==> src/rtl/up_sample2x_if.sv <==
// up_sample2x_if: control handshake plus read/write RAM ports of the up-sampler.
// master = up-sampler side, slave = RAM / controller side.
interface up_sample2x_if;
   logic        start_US;
   logic        end_US;
   logic [15:0] ram_addr_r;
   logic [7:0]  ram_data_r;
   logic        ram_en_r;
   logic [15:0] ram_addr_w;
   logic [7:0]  ram_data_w;
   logic        ram_en;
   logic        ram_wea;

   modport master (
      input  start_US,
      input  ram_data_r,
      output end_US,
      output ram_addr_r,
      output ram_en_r,
      output ram_addr_w,
      output ram_data_w,
      output ram_en,
      output ram_wea
   );

   modport slave (
      output start_US,
      output ram_data_r,
      input  end_US,
      input  ram_addr_r,
      input  ram_en_r,
      input  ram_addr_w,
      input  ram_data_w,
      input  ram_en,
      input  ram_wea
   );
endinterface

==> src/rtl/up_sample2x.sv <==
// up_sample2x: 2x2 nearest-neighbour up-sampler for int8 feature maps.
// Each input row is fetched into a row buffer, then written out twice
// (output rows 2r and 2r+1) with every byte duplicated horizontally.
// RAM outputs are decoded combinationally from the FSM state and counters.
module up_sample2x #(
   parameter int unsigned ifmap_h = 24,
   parameter int unsigned ifmap_w = 24,
   parameter int unsigned ifmap_c = 8,
   parameter int unsigned RD_LAT  = 2   // legal 1..3
) (
   input logic           clk,
   input logic           rst_n,         // synchronous, active high
   up_sample2x_if.master bus
);

   localparam int unsigned IW    = ifmap_w;
   localparam int unsigned OW    = 2 * ifmap_w;
   localparam int unsigned R     = ifmap_h * ifmap_c;
   localparam int unsigned IDX_W = (IW > 1) ? $clog2(IW) : 1;

   localparam logic [15:0] IW16       = 16'(IW);
   localparam logic [15:0] OW16       = 16'(OW);
   localparam logic [15:0] RD_LAT16   = 16'(RD_LAT);
   localparam logic [15:0] READ_LAST  = 16'(IW + RD_LAT - 1);
   localparam logic [15:0] WR_LAST    = 16'(OW - 1);
   localparam logic [15:0] DONE_LAST  = 16'd3;
   localparam logic [15:0] ROW_LAST   = 16'(R - 1);
   // One input row expands to two output rows: 4*IW output bytes.
   localparam logic [15:0] WR_STEP    = 16'(4 * IW);

   localparam logic [2:0] IDLE = 3'd0;
   localparam logic [2:0] READ = 3'd1;
   localparam logic [2:0] WR_A = 3'd2;
   localparam logic [2:0] WR_B = 3'd3;
   localparam logic [2:0] DONE = 3'd4;

   logic [2:0]  state_q,   state_d;
   logic [15:0] k_q,       k_d;        // beat counter within the current state
   logic [15:0] r_q,       r_d;        // input row index
   logic [15:0] rd_base_q, rd_base_d;  // r*IW
   logic [15:0] wr_base_q, wr_base_d;  // 2r*OW

   logic [7:0]  rowbuf [IW];

   logic [IDX_W-1:0] rb_wr_idx;
   logic [IDX_W-1:0] rb_rd_idx;
   logic             rb_we;

   logic        end_us;
   logic [15:0] addr_r;
   logic        en_r;
   logic [15:0] addr_w;
   logic [7:0]  data_w;
   logic        en_w;

   // Next-state, counter and row-base sequencing.
   always_comb begin
      state_d   = state_q;
      k_d       = k_q;
      r_d       = r_q;
      rd_base_d = rd_base_q;
      wr_base_d = wr_base_q;
      case (state_q)
         IDLE: begin
            if (bus.start_US) begin
               state_d   = READ;
               k_d       = 16'd0;
               r_d       = 16'd0;
               rd_base_d = 16'd0;
               wr_base_d = 16'd0;
            end
         end
         READ: begin
            if (k_q == READ_LAST) begin
               state_d = WR_A;
               k_d     = 16'd0;
            end else begin
               k_d = k_q + 16'd1;
            end
         end
         WR_A: begin
            if (k_q == WR_LAST) begin
               state_d = WR_B;
               k_d     = 16'd0;
            end else begin
               k_d = k_q + 16'd1;
            end
         end
         WR_B: begin
            if (k_q == WR_LAST) begin
               k_d = 16'd0;
               if (r_q == ROW_LAST) begin
                  state_d = DONE;
               end else begin
                  state_d   = READ;
                  r_d       = r_q + 16'd1;
                  rd_base_d = rd_base_q + IW16;
                  wr_base_d = wr_base_q + WR_STEP;
               end
            end else begin
               k_d = k_q + 16'd1;
            end
         end
         DONE: begin
            if (k_q == DONE_LAST) begin
               state_d = IDLE;
               k_d     = 16'd0;
               r_d     = 16'd0;
            end else begin
               k_d = k_q + 16'd1;
            end
         end
         default: begin
            state_d = IDLE;
            k_d     = 16'd0;
            r_d     = 16'd0;
         end
      endcase
   end

   // Control state registers with synchronous reset.
   always_ff @(posedge clk) begin
      if (rst_n) begin
         state_q   <= IDLE;
         k_q       <= 16'd0;
         r_q       <= 16'd0;
         rd_base_q <= 16'd0;
         wr_base_q <= 16'd0;
      end else begin
         state_q   <= state_d;
         k_q       <= k_d;
         r_q       <= r_d;
         rd_base_q <= rd_base_d;
         wr_base_q <= wr_base_d;
      end
   end

   // Read data for beat k arrives RD_LAT beats later; lands in slot k-RD_LAT.
   assign rb_we     = (state_q == READ) && (k_q >= RD_LAT16);
   assign rb_wr_idx = IDX_W'(k_q - RD_LAT16);
   // Each buffered byte feeds two consecutive output columns.
   assign rb_rd_idx = IDX_W'(k_q >> 1);

   // Row buffer capture; no reset needed, every slot is refilled before use.
   always_ff @(posedge clk) begin
      if (rb_we) begin
         rowbuf[rb_wr_idx] <= bus.ram_data_r;
      end
   end

   // RAM port and done-flag decode.
   always_comb begin
      end_us = 1'b0;
      addr_r = 16'd0;
      en_r   = 1'b0;
      addr_w = 16'd0;
      data_w = 8'd0;
      en_w   = 1'b0;
      case (state_q)
         READ: begin
            if (k_q < IW16) begin
               en_r   = 1'b1;
               addr_r = rd_base_q + k_q;
            end else begin
               // Latency drain: address holds at the last element of the row.
               addr_r = rd_base_q + IW16 - 16'd1;
            end
         end
         WR_A: begin
            en_w   = 1'b1;
            addr_w = wr_base_q + k_q;
            data_w = rowbuf[rb_rd_idx];
         end
         WR_B: begin
            en_w   = 1'b1;
            addr_w = wr_base_q + OW16 + k_q;
            data_w = rowbuf[rb_rd_idx];
         end
         DONE: begin
            end_us = 1'b1;
         end
         default: begin
            end_us = 1'b0;
         end
      endcase
   end

   assign bus.end_US     = end_us;
   assign bus.ram_addr_r = addr_r;
   assign bus.ram_en_r   = en_r;
   assign bus.ram_addr_w = addr_w;
   assign bus.ram_data_w = data_w;
   assign bus.ram_en     = en_w;
   assign bus.ram_wea    = en_w;

endmodule

==> src/flat_wrapper.sv <==
// flat-port wrapper written by rule: the top's interface ports become plain ports
module up_sample2x_flat 
#(
   parameter int unsigned ifmap_h = 24,
   parameter int unsigned ifmap_w = 24,
   parameter int unsigned ifmap_c = 8,
   parameter int unsigned RD_LAT  = 2                
)
  (clk, rst_n, bus_start_US, bus_ram_data_r, bus_end_US, bus_ram_addr_r, bus_ram_en_r, bus_ram_addr_w, bus_ram_data_w, bus_ram_en, bus_ram_wea);
  up_sample2x_if bus_i ();
  input logic clk;
  input logic rst_n;
  input wire logic [$bits(bus_i.start_US)-1:0] bus_start_US;
  input wire logic [$bits(bus_i.ram_data_r)-1:0] bus_ram_data_r;
  output wire logic [$bits(bus_i.end_US)-1:0] bus_end_US;
  output wire logic [$bits(bus_i.ram_addr_r)-1:0] bus_ram_addr_r;
  output wire logic [$bits(bus_i.ram_en_r)-1:0] bus_ram_en_r;
  output wire logic [$bits(bus_i.ram_addr_w)-1:0] bus_ram_addr_w;
  output wire logic [$bits(bus_i.ram_data_w)-1:0] bus_ram_data_w;
  output wire logic [$bits(bus_i.ram_en)-1:0] bus_ram_en;
  output wire logic [$bits(bus_i.ram_wea)-1:0] bus_ram_wea;
  assign bus_i.start_US = bus_start_US;
  assign bus_i.ram_data_r = bus_ram_data_r;
  assign bus_end_US = bus_i.end_US;
  assign bus_ram_addr_r = bus_i.ram_addr_r;
  assign bus_ram_en_r = bus_i.ram_en_r;
  assign bus_ram_addr_w = bus_i.ram_addr_w;
  assign bus_ram_data_w = bus_i.ram_data_w;
  assign bus_ram_en = bus_i.ram_en;
  assign bus_ram_wea = bus_i.ram_wea;
  up_sample2x #(.ifmap_h(ifmap_h), .ifmap_w(ifmap_w), .ifmap_c(ifmap_c), .RD_LAT(RD_LAT)) u_core (.clk(clk), .rst_n(rst_n), .bus(bus_i));
endmodule
==> config.mk <==
export PLATFORM = sky130hd
export DESIGN_NAME = up_sample2x_flat
export DESIGN_NICKNAME = d
export VERILOG_FILES = /design/src/rtl/up_sample2x_if.sv /design/src/rtl/up_sample2x.sv /design/src/flat_wrapper.sv
export SDC_FILE = /design/constraint.sdc
export NUM_CORES = 1
export LEC_CHECK = 0
export CORE_MARGIN = 4
export CORE_UTILIZATION = 55
export DETAILED_ROUTE_END_ITERATION = 6
export PLACE_DENSITY = 0.83
export SLEW_MARGIN = 40
export SYNTH_ARGS = -nofsm -noshare
export SYNTH_HDL_FRONTEND = slang
export SYNTH_SLANG_ARGS = --single-unit
==> constraint.sdc <==
create_clock -name clk -period 3.25 [get_ports clk]
set_input_delay 0.65 -clock clk [delete_from_list [all_inputs] [get_ports clk]]
set_output_delay 0.65 -clock clk [all_outputs]
set_load 0.03 [all_outputs]
==> summary.md, run 1 <==
| Metric | Value |
|---|---|
| Pin count of the biggest net entering global routing | `49` |
| Core area | `0.02292 mm^2` |
| Synth Warn # | `0` |
| Synth cell types | `66` |
| GRT Total Usage | `0.2741` |
| Top delay family on crit path | `compound AO/OA/AOI/OAI gates` |
| Hold Crit Class | `reg -> reg` |
| Worst-Skew Late Latency | `0.55 ns` |
| Crit path max fanout | `3` |
| Power Dens Cells | `527.5 mW/mm^2` |
| Critical-path cell list | `ha_4, inv_2, fa_1, buf_6, nor2_4, a32oi_1, o21ai_1, o41ai_2, buf_4, o21a_1, xor2_1, o22ai_2, buf_6` |
| FFs w/ async S/R, synth | `0` |
| Critical path class | `reg -> out` |
| Status | `finished, violations left` |
| Post-synth EDFFs | `192` |
| Total grt overflow | `0` |
| Final-report hold violation count | `0` |
| CP startpoint kind | `flop` |
| Avg Vias per Cell | `6.674` |
| Hold path depth | `2` |
| Die Height | `161.5 um` |
| HPWL Detailed | `21390 um` |
| Total CTS buffers | `26` |
| Worst Skew | `0.01738 ns` |
| Post-Syn Area | `0.01296 mm^2` |
| Routed len/inst | `26.47 um` |
| Initial detailed-routing violation count | `1772` |
| Min Tclk post-route | `3.791 ns` |
| Failing checks | `negative setup slack` |
| Post-route ant nets | `0` |
| Worst-path clk slew | `0.06 ns` |
| CTS tree | `built` |
| RSZ-0062 raised after global routing | `yes` |
| Area Overhead vs Synth | `25.27%` |
| Maximum VDD drop | `0.0005009 V` |
| Pleak | `0.005504 uW` |
| Worst path depth | `13` |
| Site Rows | `55` |
| Slew Limit Fails | `0` |
| Worst-Margin Slew | `1.047 ns` |
| Pre-CTS setup slack | `-0.04475 ns` |
| First-pass GRT wire length | `55410 um` |
| Crit end category | `primary output` |
| Max Cap Viol | `0` |
| Register area share after synthesis | `0.5439` |
| Routed vias | `10.19k` |
| Port bufs | `54` |
| Seq cells post-synth | `256` |
| Worst path arrival time | `3.14 ns` |
| WP data required | `2.60 ns` |
| Relative slew slack | `0.3008` |
| Die W | `161.5 um` |
| Cts-stage hold buffer count | `0` |
| I/O pin total | `55` |
| Achievable Freq | `0.2638 GHz` |
| Predominant post-synthesis flop cell | `edfxtp_1` |
| Worst path bufs/invs | `4` |
| Top cells by area, synth | `edfxtp_1 45%, dfxtp_1 9.9%, mux4_2 9.7%` |
| H-tree levels | `1` |
| CTS Root Cell | `clkbuf_16` |
| Share of layout cells above drive strength 1 | `0.3254` |
| Synth top area share | `0.4450` |
| Slowest CP cell | `fa_1` |
| Die area | `0.02608 mm^2` |
| Initial core utilization | `0.5654` |
| Synth area leader | `edfxtp_1` |
| Fin crit share | `1.167` |
| Clock sink total | `256` |
| Routability cong. | `0.8865` |
| Initial antenna violation count | `2` |
| Slowest stage delay, CP | `0.57 ns` |
| Worst Reg-to-Reg Cells | `10` |
| # setup viols final | `21` |
| Post-Route WL | `40390 um` |
| Syn avg cell area | `12.41 um^2` |
| # nets final | `1257` |
| DRC viols | `0` |
| 1st-pass router iterations | `7` |
| Top cell by count, worst path | `buf_6` |
| Cells after Synth | `1044` |
| Clock Path Buffers | `3` |
| Number of global-route vias before repair | `9499` |
| Tot Pwr | `8562 uW` |
| Final WS setup | `-0.5411 ns` |
power breakdown:
group / total, uW / leakage [uW] / switching (uW) / internal (uW)
clock network: 2940 / 0.000390 / 1300 / 1640
logic: 2010 / 0.00286 / 1220 / 791
registers: 3610 / 0.00225 / 71.9 / 3540
total: 8560 / 0.00550 / 2590 / 5970
sequential cells by signal (all words and copies together), names as in the netlist, named ones only:
name	cells
u_core.r_q	16
u_core.wr_base_q	11
u_core.state_q	3
u_core.rd_base_q	13
u_core.rowbuf	192
u_core.k_q	16
layout make-up:
class	count	area, um^2
antenna	2	5.005
fill	1319	6685
timing repair buffer	169	1465
sequential	256	7089
tap	313	391.6
clock buffer	32	673.1
inverter	35	140.1
multi-input combinational	705	6324
clock inverter	14	142.6
worst reg2reg max path: stages (launching register included):
cell and delay, ns:
dfxtp_4 0.36, buf_4 0.13, buf_4 0.15, nor4_4 0.21, nand4_2 0.19, buf_4 0.19, buf_4 0.15, o41ai_4 0.46
o211ai_1 0.45, o21ai_0 0.72, a21oi_1 0.21
cells by family after synthesis:
kind of cell,count (synthesis),share of synthesized area
other,1,0.0002894
adder cells (fa/ha/maj),53,0.05582
multiplexers,69,0.1074
flip-flops,256,0.5439
AND/OR/NAND/NOR,336,0.1261
AO/OA/AOI/OAI,151,0.07736
buffers and inverters,85,0.02627
XOR/XNOR,93,0.06287
synthesized netlist by cell type (all sizes together) (7+ instances only):
| cell | n |
|---|---|
| edfxtp | 192 |
| nor2 | 135 |
| dfxtp | 64 |
| nand2 | 61 |
| xnor2 | 58 |
| mux4 | 56 |
| ha | 45 |
| a21oi | 43 |
| xor2 | 35 |
| inv | 33 |
| clkbuf | 30 |
| o21ai | 30 |
| a211oi | 26 |
| nor3 | 26 |
| nand3 | 22 |
| buf | 20 |
| or3 | 16 |
| nand4 | 14 |
| mux2i | 13 |
| nand2b | 10 |
| and2 | 8 |
| fa | 8 |
| and3 | 7 |
| nand3b | 7 |
per-stage QoR:
stage | setup TNS (ns) | cell area (um^2) | instances | hold WS, ns | util
after global routing | -6.227 | 16230 | 1524 | 0.5034 | 0.7081
after floorplan | 0 | 13030 | 1046 | 0.4443 | -
after global placement | 0 | 14210 | 1425 | 0.4542 | 0.6201
after detailed placement | -0.04475 | 14210 | 1425 | 0.4721 | 0.6201
final | -4.542 | 16230 | 1526 | 0.4753 | 0.7083
after CTS | -2.611 | 15630 | 1496 | 0.4798 | 0.6822
final timing paths:
path / end / slack (ns) / startpoint
worst max-delay path: bus_ram_addr_w[14] / -0.54 / u_core.k_q[8]
worst min-delay path: u_core.r_q[1] / 0.48 / u_core.r_q[1]
worst min register to register: u_core.r_q[1] / 0.48 / u_core.r_q[1]
worst max register to register: u_core.state_q[1] / -0.12 / u_core.k_q[8]
metal layers:
metal | vias up | GRT usage | wire, um
li1 | 4166 | - | -
met1 | 4902 | 0.3544 | 13750
met2 | 870 | 0.4639 | 19250
met3 | 247 | 0.04236 | 4353
met4 | 0 | 0.1163 | 3029
met5 | - | 0 | 0
repair_timing:
item,4_1_cts,5_1_grt
resized for setup,151,84
pin swaps,40,54
cloned,1,0
setup endpoints to repair,39,41
setup buffers,25,29
placed cells by master (no fill, tap or decap), types with 26 or more instances in the layout:
master	count
buf_4	120
ha_1	28
a21oi_1	37
clkbuf_16	26
nor2_1	116
xor2_1	30
dfxtp_1	42
nand2_1	58
mux4_2	56
xnor2_1	52
edfxtp_1	192
Note: power is estimated with default switching activity, not from simulation.
==> inputs of run 2 (changes only) <==
--- a/config.mk
+++ b/config.mk
@@ -6,9 +6,9 @@
 export NUM_CORES = 1
 export LEC_CHECK = 0
 export CORE_MARGIN = 4
-export CORE_UTILIZATION = 55
+export CORE_UTILIZATION = 61
 export DETAILED_ROUTE_END_ITERATION = 6
-export PLACE_DENSITY = 0.83
+export PLACE_DENSITY = 0.87
 export SLEW_MARGIN = 40
 export SYNTH_ARGS = -nofsm -noshare
 export SYNTH_HDL_FRONTEND = slang
==> constraint.sdc (replaced) <==
create_clock -name clk -period 3.5 [get_ports clk]
set_input_delay 0.7 -clock clk [delete_from_list [all_inputs] [get_ports clk]]
set_output_delay 0.7 -clock clk [all_outputs]
set_load 0.03 [all_outputs]
==> run 2 against run 1 <==
  * The run ends with design-rule violations, negative setup slack left
  * Highest routed layer is now met5
  * Critical path depth shrank 2
  * Largest cell class unchanged
  * Critical path type unchanged
  * Clock skew grew 0.0026 ns
  * Largest power group unchanged
  * Register-to-register slack gained 0.40 ns
  * Hold slack lost 0.0075 ns
==> summary.md, run 2 (same netlist as run 1, synthesis figures left out) <==
| Metric | Value |
|---|---|
| Initial core utilization | `0.6183 (was 0.5654)` |
| 1st-pass router iterations | `7 (unchanged)` |
| Die Height | `153.7 um (was 161.5 um)` |
| Port bufs | `54 (unchanged)` |
| ANT cells | `0 (was 2)` |
| Commonest non-fill, non-tap cell in the layout | `edfxtp_1 (unchanged)` |
| Final-report hold violation count | `0 (unchanged)` |
| Final non-filler cell total | `1444 (was 1526)` |
| CTS tree | `built (unchanged)` |
| Placed cell count | `1367 (was 1425)` |
| Top Registers | `u_core.rowbuf (192), u_core.k_q (16), u_core.r_q (16) (unchanged)` |
| Hold Crit Class | `reg -> reg (unchanged)` |
| Die W | `153.7 um (was 161.5 um)` |
| Worst-Margin Slew | `0.8586 ns (was 1.047 ns)` |
| Worst Skew | `0.02003 ns (was 0.01738 ns)` |
| GRT Max-Usage Layer | `met2 (unchanged)` |
| First-pass GRT wire length | `57300 um (was 55410 um)` |
| Clock Path Buffers | `3 (unchanged)` |
| Max reg flops | `192 (unchanged)` |
| Top delay family on crit path | `compound AO/OA/AOI/OAI gates (unchanged)` |
| Avg Vias per Cell | `7.038 (was 6.674)` |
| Crit end category | `primary output (unchanged)` |
| Relative slew slack | `0.4255 (was 0.3008)` |
| I/O pin total | `55 (unchanged)` |
| Grt met2 use | `0.4980 (was 0.4639)` |
| Post-route ant nets | `0 (unchanged)` |
| Total CTS buffers | `25 (was 26)` |
| RSZ-0062 raised after global routing | `yes (unchanged)` |
| Routability cong. | `0.9105 (was 0.8865)` |
| GR Util met1 | `0.4188 (was 0.3544)` |
| Slowest CP cell | `fa_1 (unchanged)` |
| Worst-path clk slew | `0.07 ns (was 0.06 ns)` |
| Initial detailed-routing violation count | `1382 (was 1772)` |
| Status | `finished, violations left (unchanged)` |
| Core area | `0.02096 mm^2 (was 0.02292 mm^2)` |
| Failing checks | `design-rule violations, negative setup slack (was negative setup slack)` |
| Crit path max fanout | `3 (unchanged)` |
| Hold Path Origin | `u_core.r_q[1] (unchanged)` |
| Internal Power | `5316 uW (was 5974 uW)` |
| Total grt overflow | `0 (unchanged)` |
| Routed vias | `10.16k (was 10.19k)` |
| Site Rows | `53 (was 55)` |
| Pre-CTS setup slack | `0.003691 ns (was -0.04475 ns)` |
| Worst path bufs/invs | `2 (was 4)` |
| CTS Root Cell | `clkbuf_16 (unchanged)` |
| Min Tclk post-route | `3.866 ns` |
| Met3 usage | `0.05319 (was 0.04236)` |
| Final WS setup | `-0.3664 ns (was -0.5411 ns)` |
| Clk pwr share | `0.346 (was 0.343)` |
| Crit path from | `u_core.k_q[10] (was u_core.k_q[8])` |
| Critical-path cell list | `ha_4, inv_2, fa_1, nor2b_1, o21ai_1, or4b_4, a31oi_4, nor2_2, o31a_1, o211ai_1, buf_4 (was ha_4, inv_2, fa_1, buf_6, nor2_4, a32oi_1, o21ai_1, o41ai_2, buf_4, o21a_1, xor2_1, o22ai_2, buf_6)` |
| Share of layout cells above drive strength 1 | `0.2814 (was 0.3254)` |
| Worst path arrival time | `3.17 ns (was 3.14 ns)` |
| # nets final | `1216 (was 1257)` |
| HPWL Detailed | `21600 um (was 21390 um)` |
| Area Overhead vs Synth | `20.19% (was 25.27%)` |
| Setup TNS | `-2.720 ns (was -4.542 ns)` |
| Clock sink total | `256 (unchanged)` |
| Register name with the most flops | `u_core.rowbuf (unchanged)` |
| Net Switching | `2279 uW (was 2588 uW)` |
| Sw Share | `0.3001 (was 0.3023)` |
| Most frequent cells in the layout | `192 x edfxtp_1, 122 x nor2_1, 77 x buf_4 (was 192 x edfxtp_1, 120 x buf_4, 116 x nor2_1)` |
| Max Cap Viol | `0 (unchanged)` |
| Critical path class | `reg -> out (unchanged)` |
| GRT Total Usage | `0.3120 (was 0.2741)` |
| # setup viols final | `16 (was 21)` |
| Initial antenna violation count | `2 (unchanged)` |
| DRC viols | `1 (was 0)` |
| Worst-Skew Late Latency | `0.55 ns (about the same)` |
| Flop2flop setup slack | `0.28 ns (was -0.12 ns)` |
| Achievable Freq | `0.2586 GHz` |
| R2R Path Start | `u_core.k_q[12] (was u_core.k_q[8])` |
| Post-Route WL | `40380 um (was 40390 um)` |
| Die area | `0.02364 mm^2 (was 0.02608 mm^2)` |
| Comb pwr share | `0.212 (was 0.235)` |
| Power Dens Cells | `487.7 mW/mm^2 (was 527.5 mW/mm^2)` |
| Pin count of the biggest net entering global routing | `49 (unchanged)` |
| Sequential power share | `0.442 (was 0.422)` |
| Fin crit share | `1.105` |
| Pleak | `0.005269 uW (was 0.005504 uW)` |
| H-tree levels | `1 (unchanged)` |
| Number of global-route vias before repair | `9649 (was 9499)` |
| CP startpoint kind | `flop (unchanged)` |
| Maximum VDD drop | `0.0003528 V (was 0.0005009 V)` |
| Slowest stage delay, CP | `0.52 ns (was 0.57 ns)` |
| Slew Limit Fails | `0 (unchanged)` |
| Routed len/inst | `27.96 um (was 26.47 um)` |
| WP data required | `2.80 ns (was 2.60 ns)` |
==> run 2: changes by cell type in the layout (fill, tap and decap cells not counted), sizes merged <==
cell / delta
inv: +1
clkdlybuf4s18: +1
diode: -2
buf: -53
bufinv: -1
bufbuf: +1
dlygate4sd2: +5
dlymetal6s2s: +1
clkinv: +1
clkdlybuf4s15: +2
==> run 2: path summary, 6_finish.rpt <==
path / end / cells past startpoint
setup / recovery: bus_ram_addr_w[15] / 11
hold reg to reg: u_core.r_q[1] / 2
hold / removal: u_core.r_q[1] / 2
setup reg to reg: u_core.r_q[15] / 8
==> run 2: power groups by stage <==
stage                     logic (uW)  registers [uW]  clock network (uW)
final                           1610            3350                2630
after global routing            1680            3350                2780
after CTS                       1490            3350                2590
after detailed placement        1420            3410                   0
after global placement          1380            3410                   0
after floorplan                  968            3390                   0
==> run 2: repair_timing <==
| item | CTS | global route |
|---|---|---|
| pin swaps | 30 | 40 |
| resized for setup | 133 | 85 |
| buffers inserted | 23 | 10 |
| setup endpoints to repair | 35 | 37 |
| gates cloned | 1 | 1 |
| hold buffers | 0 | 0 |
==> run 2: per-stage QoR <==
step / util / hold slack [ns] / power [uW] / area (um^2)
4_1_cts: 0.7279 / 0.4699 / 7430 / 15250
3_3_place_gp: 0.6669 / 0.4513 / 4785 / 13970
2_1_floorplan: - / 0.4443 / 4359 / 12970
3_5_place_dp: 0.6669 / 0.4618 / 4834 / 13970
6_report: 0.7431 / 0.4678 / 7595 / 15570
5_1_grt: 0.7431 / 0.5059 / 7812 / 15570
==> run 2: area by class of cell <==
class / count / area [um^2]
multi-input combinational: 705 / 6111
sequential: 256 / 7101
tap: 275 / 344.1
inverter: 35 / 137.6
clock buffer: 29 / 661.9
timing repair buffer: 129 / 1101
clock inverter: 15 / 116.4
fill: 1181 / 5383
==> run 2: metal layers <==
metal	vias up	wire length [um]
li1	4099	-
met1	4840	13690
met2	935	18680
met3	285	4780
met4	4	3168
met5	-	63
==> run 2: worst register-to-register path, stage by stage (launching register included) <==
cell and delay [ns]:
dfxtp_1 0.43, nor4_2 0.38, nand4_2 0.26, buf_4 0.24
o41ai_4 0.54, o31a_4 0.35, nand3_4 0.17, or4_1 0.58
a21oi_1 0.19
==> inputs of run 3 (changes only) <==
--- a/config.mk
+++ b/config.mk
@@ -7,9 +7,10 @@
 export LEC_CHECK = 0
 export CORE_MARGIN = 4
 export CORE_UTILIZATION = 61
+export CTS_CLUSTER_SIZE = 28
 export DETAILED_ROUTE_END_ITERATION = 6
 export PLACE_DENSITY = 0.87
-export SLEW_MARGIN = 40
+export SKIP_CTS_REPAIR_TIMING = 1
 export SYNTH_ARGS = -nofsm -noshare
 export SYNTH_HDL_FRONTEND = slang
 export SYNTH_SLANG_ARGS = --single-unit
==> run 3 against run 2 <==
  * Die area stayed put
  * Critical path depth up 1
  * Core utilization is 0.54 points lower
  * Global-route usage down 3.0 points
  * Clock power hardly changed
  * Routed wire length decreased by 6.9%
  * Flip-flop and latch count unchanged
  * First-iteration DRC count is 3.9% higher
  * Sequential share of layout area grew 0.26 points
  * Via count decreased by 1.9%
  * The flow still finishes with violations (design-rule violations, negative setup slack)
  * Combinational power is essentially flat
  * Largest power group unchanged
==> summary.md, run 3 (same netlist as run 1, synthesis figures left out) <==
| Metric | Value |
|---|---|
| Status | `finished, violations left (unchanged)` |
| Failing checks | `design-rule violations, negative setup slack (unchanged)` |
| Relative slew slack | `0.2898 (was 0.4255)` |
| Initial antenna violation count | `1 (was 2)` |
| Routed vias | `9973 (was 10.16k)` |
| Initial detailed-routing violation count | `1436 (was 1382)` |
| Slew Limit Fails | `0 (unchanged)` |
| Critical-path cell list | `ha_4, inv_2, fa_2, nor2_4, a32oi_1, o21ai_1, o41ai_2, buf_4, xnor2_1, mux2i_1, nor2_1, buf_4 (was ha_4, inv_2, fa_1, nor2b_1, o21ai_1, or4b_4, a31oi_4, nor2_2, o31a_1, o211ai_1, buf_4)` |
| Max Cap Viol | `0 (unchanged)` |
| FILL cells | `1198 (was 1181)` |
| Pleak | `0.005383 uW (was 0.005269 uW)` |
| Initial core utilization | `0.6183 (unchanged)` |
| CP startpoint kind | `flop (unchanged)` |
| Commonest non-fill, non-tap cell in the layout | `edfxtp_1 (unchanged)` |
| Worst Skew | `0.01095 ns (was 0.02003 ns)` |
| Net Switching | `2233 uW (was 2279 uW)` |
| Pre-CTS setup slack | `0.003691 ns (unchanged)` |
| Slowest stage delay, CP | `0.64 ns (was 0.52 ns)` |
| Total CTS buffers | `25 (unchanged)` |
| Internal Power | `5330 uW (was 5316 uW)` |
| # setup viols final | `11 (was 16)` |
| Clk pwr share | `0.346 (about the same)` |
| Number of global-route vias before repair | `9032 (was 9649)` |
| 1st-pass router iterations | `7 (unchanged)` |
| Area occupied by multi-input gates | `0.006027 mm^2 (was 0.006111 mm^2)` |
| Sequential power share | `0.443 (was 0.442)` |
| ANT cells | `0 (unchanged)` |
| Slowest CP cell | `fa_2 (was fa_1)` |
| CTS tree | `built (unchanged)` |
| Max reg flops | `192 (unchanged)` |
| WP data required | `2.80 ns (about the same)` |
| Maximum VDD drop | `0.0003538 V (was 0.0003528 V)` |
| Clock sink total | `256 (unchanged)` |
| Sequential cell area | `0.007089 mm^2 (was 0.007101 mm^2)` |
| Power Dens Cells | `489.2 mW/mm^2 (was 487.7 mW/mm^2)` |
| Worst path arrival time | `3.15 ns (was 3.17 ns)` |
| Die area | `0.02364 mm^2 (unchanged)` |
| DRC viols | `5 (was 1)` |
| Share of layout cells above drive strength 1 | `0.2476 (was 0.2814)` |
| Hold Slack | `0.4672 ns (was 0.4678 ns)` |
| RSZ-0062 raised after global routing | `yes (unchanged)` |
| # nets final | `1206 (was 1216)` |
| Avg Vias per Cell | `6.955 (was 7.038)` |
| Top cell by count, worst path | `buf_4` |
| CTS Root Cell | `clkbuf_16 (unchanged)` |
| Final-report hold violation count | `0 (unchanged)` |
| Top delay family on crit path | `adder cells (was compound AO/OA/AOI/OAI gates)` |
| Total grt overflow | `0 (unchanged)` |
| Worst-Skew Late Latency | `0.55 ns (about the same)` |
| Crit path max fanout | `4 (was 3)` |
| Post-route ant nets | `0 (unchanged)` |
| Worst path bufs/invs | `3 (was 2)` |
| Sw Share | `0.2952 (was 0.3001)` |
| Site Rows | `53 (unchanged)` |
| Area Overhead vs Synth | `19.32% (was 20.19%)` |
| Pin count of the biggest net entering global routing | `49 (unchanged)` |
| Register name with the most flops | `u_core.rowbuf (unchanged)` |
| I/O pin total | `55 (unchanged)` |
| Routability cong. | `0.9105 (unchanged)` |
| Worst-path clk slew | `0.06 ns (was 0.07 ns)` |
| Final Util | `0.7378 (was 0.7431)` |
| Critical path class | `reg -> out (unchanged)` |
| Achievable Freq | `0.2599 GHz (was 0.2586 GHz)` |
| Die W | `153.7 um (unchanged)` |
| HPWL Detailed | `21600 um (unchanged)` |
| Routed len/inst | `26.22 um (was 27.96 um)` |
| H-tree levels | `1 (unchanged)` |
| Clock Path Buffers | `3 (unchanged)` |
| Fin crit share | `1.099 (was 1.105)` |
| Final WS setup | `-0.3474 ns (was -0.3664 ns)` |
| Tot Pwr | `7563 uW (was 7595 uW)` |
| First-pass GRT wire length | `52350 um (was 57300 um)` |
| Die Height | `153.7 um (unchanged)` |
| Worst-Margin Slew | `1.062 ns (was 0.8586 ns)` |
| Comb pwr share | `0.211 (was 0.212)` |
| Min Tclk post-route | `3.847 ns (was 3.866 ns)` |
| GRT Total Usage | `0.2817 (was 0.3120)` |
| Top Registers | `u_core.rowbuf (192), u_core.k_q (16), u_core.r_q (16) (unchanged)` |
| Crit end category | `primary output (unchanged)` |
| Hold Crit Class | `reg -> reg (unchanged)` |
| Port bufs | `54 (unchanged)` |
| Post-Route WL | `37600 um (was 40380 um)` |
| Most frequent cells in the layout | `192 x edfxtp_1, 130 x nor2_1, 71 x buf_4 (was 192 x edfxtp_1, 122 x nor2_1, 77 x buf_4)` |
| Core area | `0.02096 mm^2 (unchanged)` |
run 3: cell types whose count changed in the layout (fill, tap and decap cells not counted), sizes merged:
cell / before / now
dlygate4sd2: 7 / 0
clkdlybuf4s18: 1 / 0
bufbuf: 1 / 0
clkdlybuf4s50: 10 / 19
dlymetal6s2s: 1 / 13
clkbuf: 32 / 34
clkdlybuf4s15: 2 / 0
buf: 104 / 82
run 3: final timing paths:
check | start | endpoint | slack (ns) | cells after the start
worst max-delay path | u_core.k_q[7] | bus_ram_addr_w[12] | -0.35 | 12
worst max register to register | u_core.k_q[1] | u_core.r_q[15] | 0.30 | 8
worst min register to register | u_core.r_q[1] | u_core.r_q[1] | 0.47 | 2
worst min-delay path | u_core.r_q[1] | u_core.r_q[1] | 0.47 | 2
run 3: final cells by class:
class	instances	share of cell area
timing repair buffer	119	0.06960
multi-input combinational	705	0.3899
clock inverter	15	0.007527
tap	275	0.02226
sequential	256	0.4586
inverter	35	0.009388
clock buffer	29	0.04281
run 3: metrics by stage:
step / setup TNS (ns) / instances / instance area [um^2]
2_1_floorplan: 0 / 1046 / 12970
3_3_place_gp: 0 / 1367 / 13970
3_5_place_dp: 0 / 1367 / 13970
4_1_cts: -11.13 / 1411 / 14750
5_1_grt: -2.613 / 1434 / 15460
6_report: -1.843 / 1434 / 15460
run 3: worst reg2reg max path, stage by stage, from the launching register on:
cell	delay (ns)
dfxtp_1	0.47
ha_1	0.30
nand4_1	0.18
nand2b_1	0.26
a2111oi_2	0.66
o31a_4	0.32
nand3_4	0.17
or4_1	0.57
a21oi_1	0.19
run 3: routing by layer:
layer / up-vias / wire, um / track usage
met3: 187 / 4285 / 0.04813
met2: 871 / 18000 / 0.4598
met5: - / 13 / 0
met4: 2 / 2016 / 0.09798
li1: 4078 / - / -
met1: 4835 / 13280 / 0.3877
run 3: power groups by stage:
| stage | logic (uW) | registers, uW | clock network (uW) |
|---|---|---|---|
| 2_1_floorplan | 968 | 3390 | 0 |
| 3_3_place_gp | 1380 | 3410 | 0 |
| 3_5_place_dp | 1420 | 3410 | 0 |
| 4_1_cts | 1460 | 3350 | 2590 |
| 5_1_grt | 1670 | 3350 | 2770 |
| 6_report | 1590 | 3350 | 2620 |
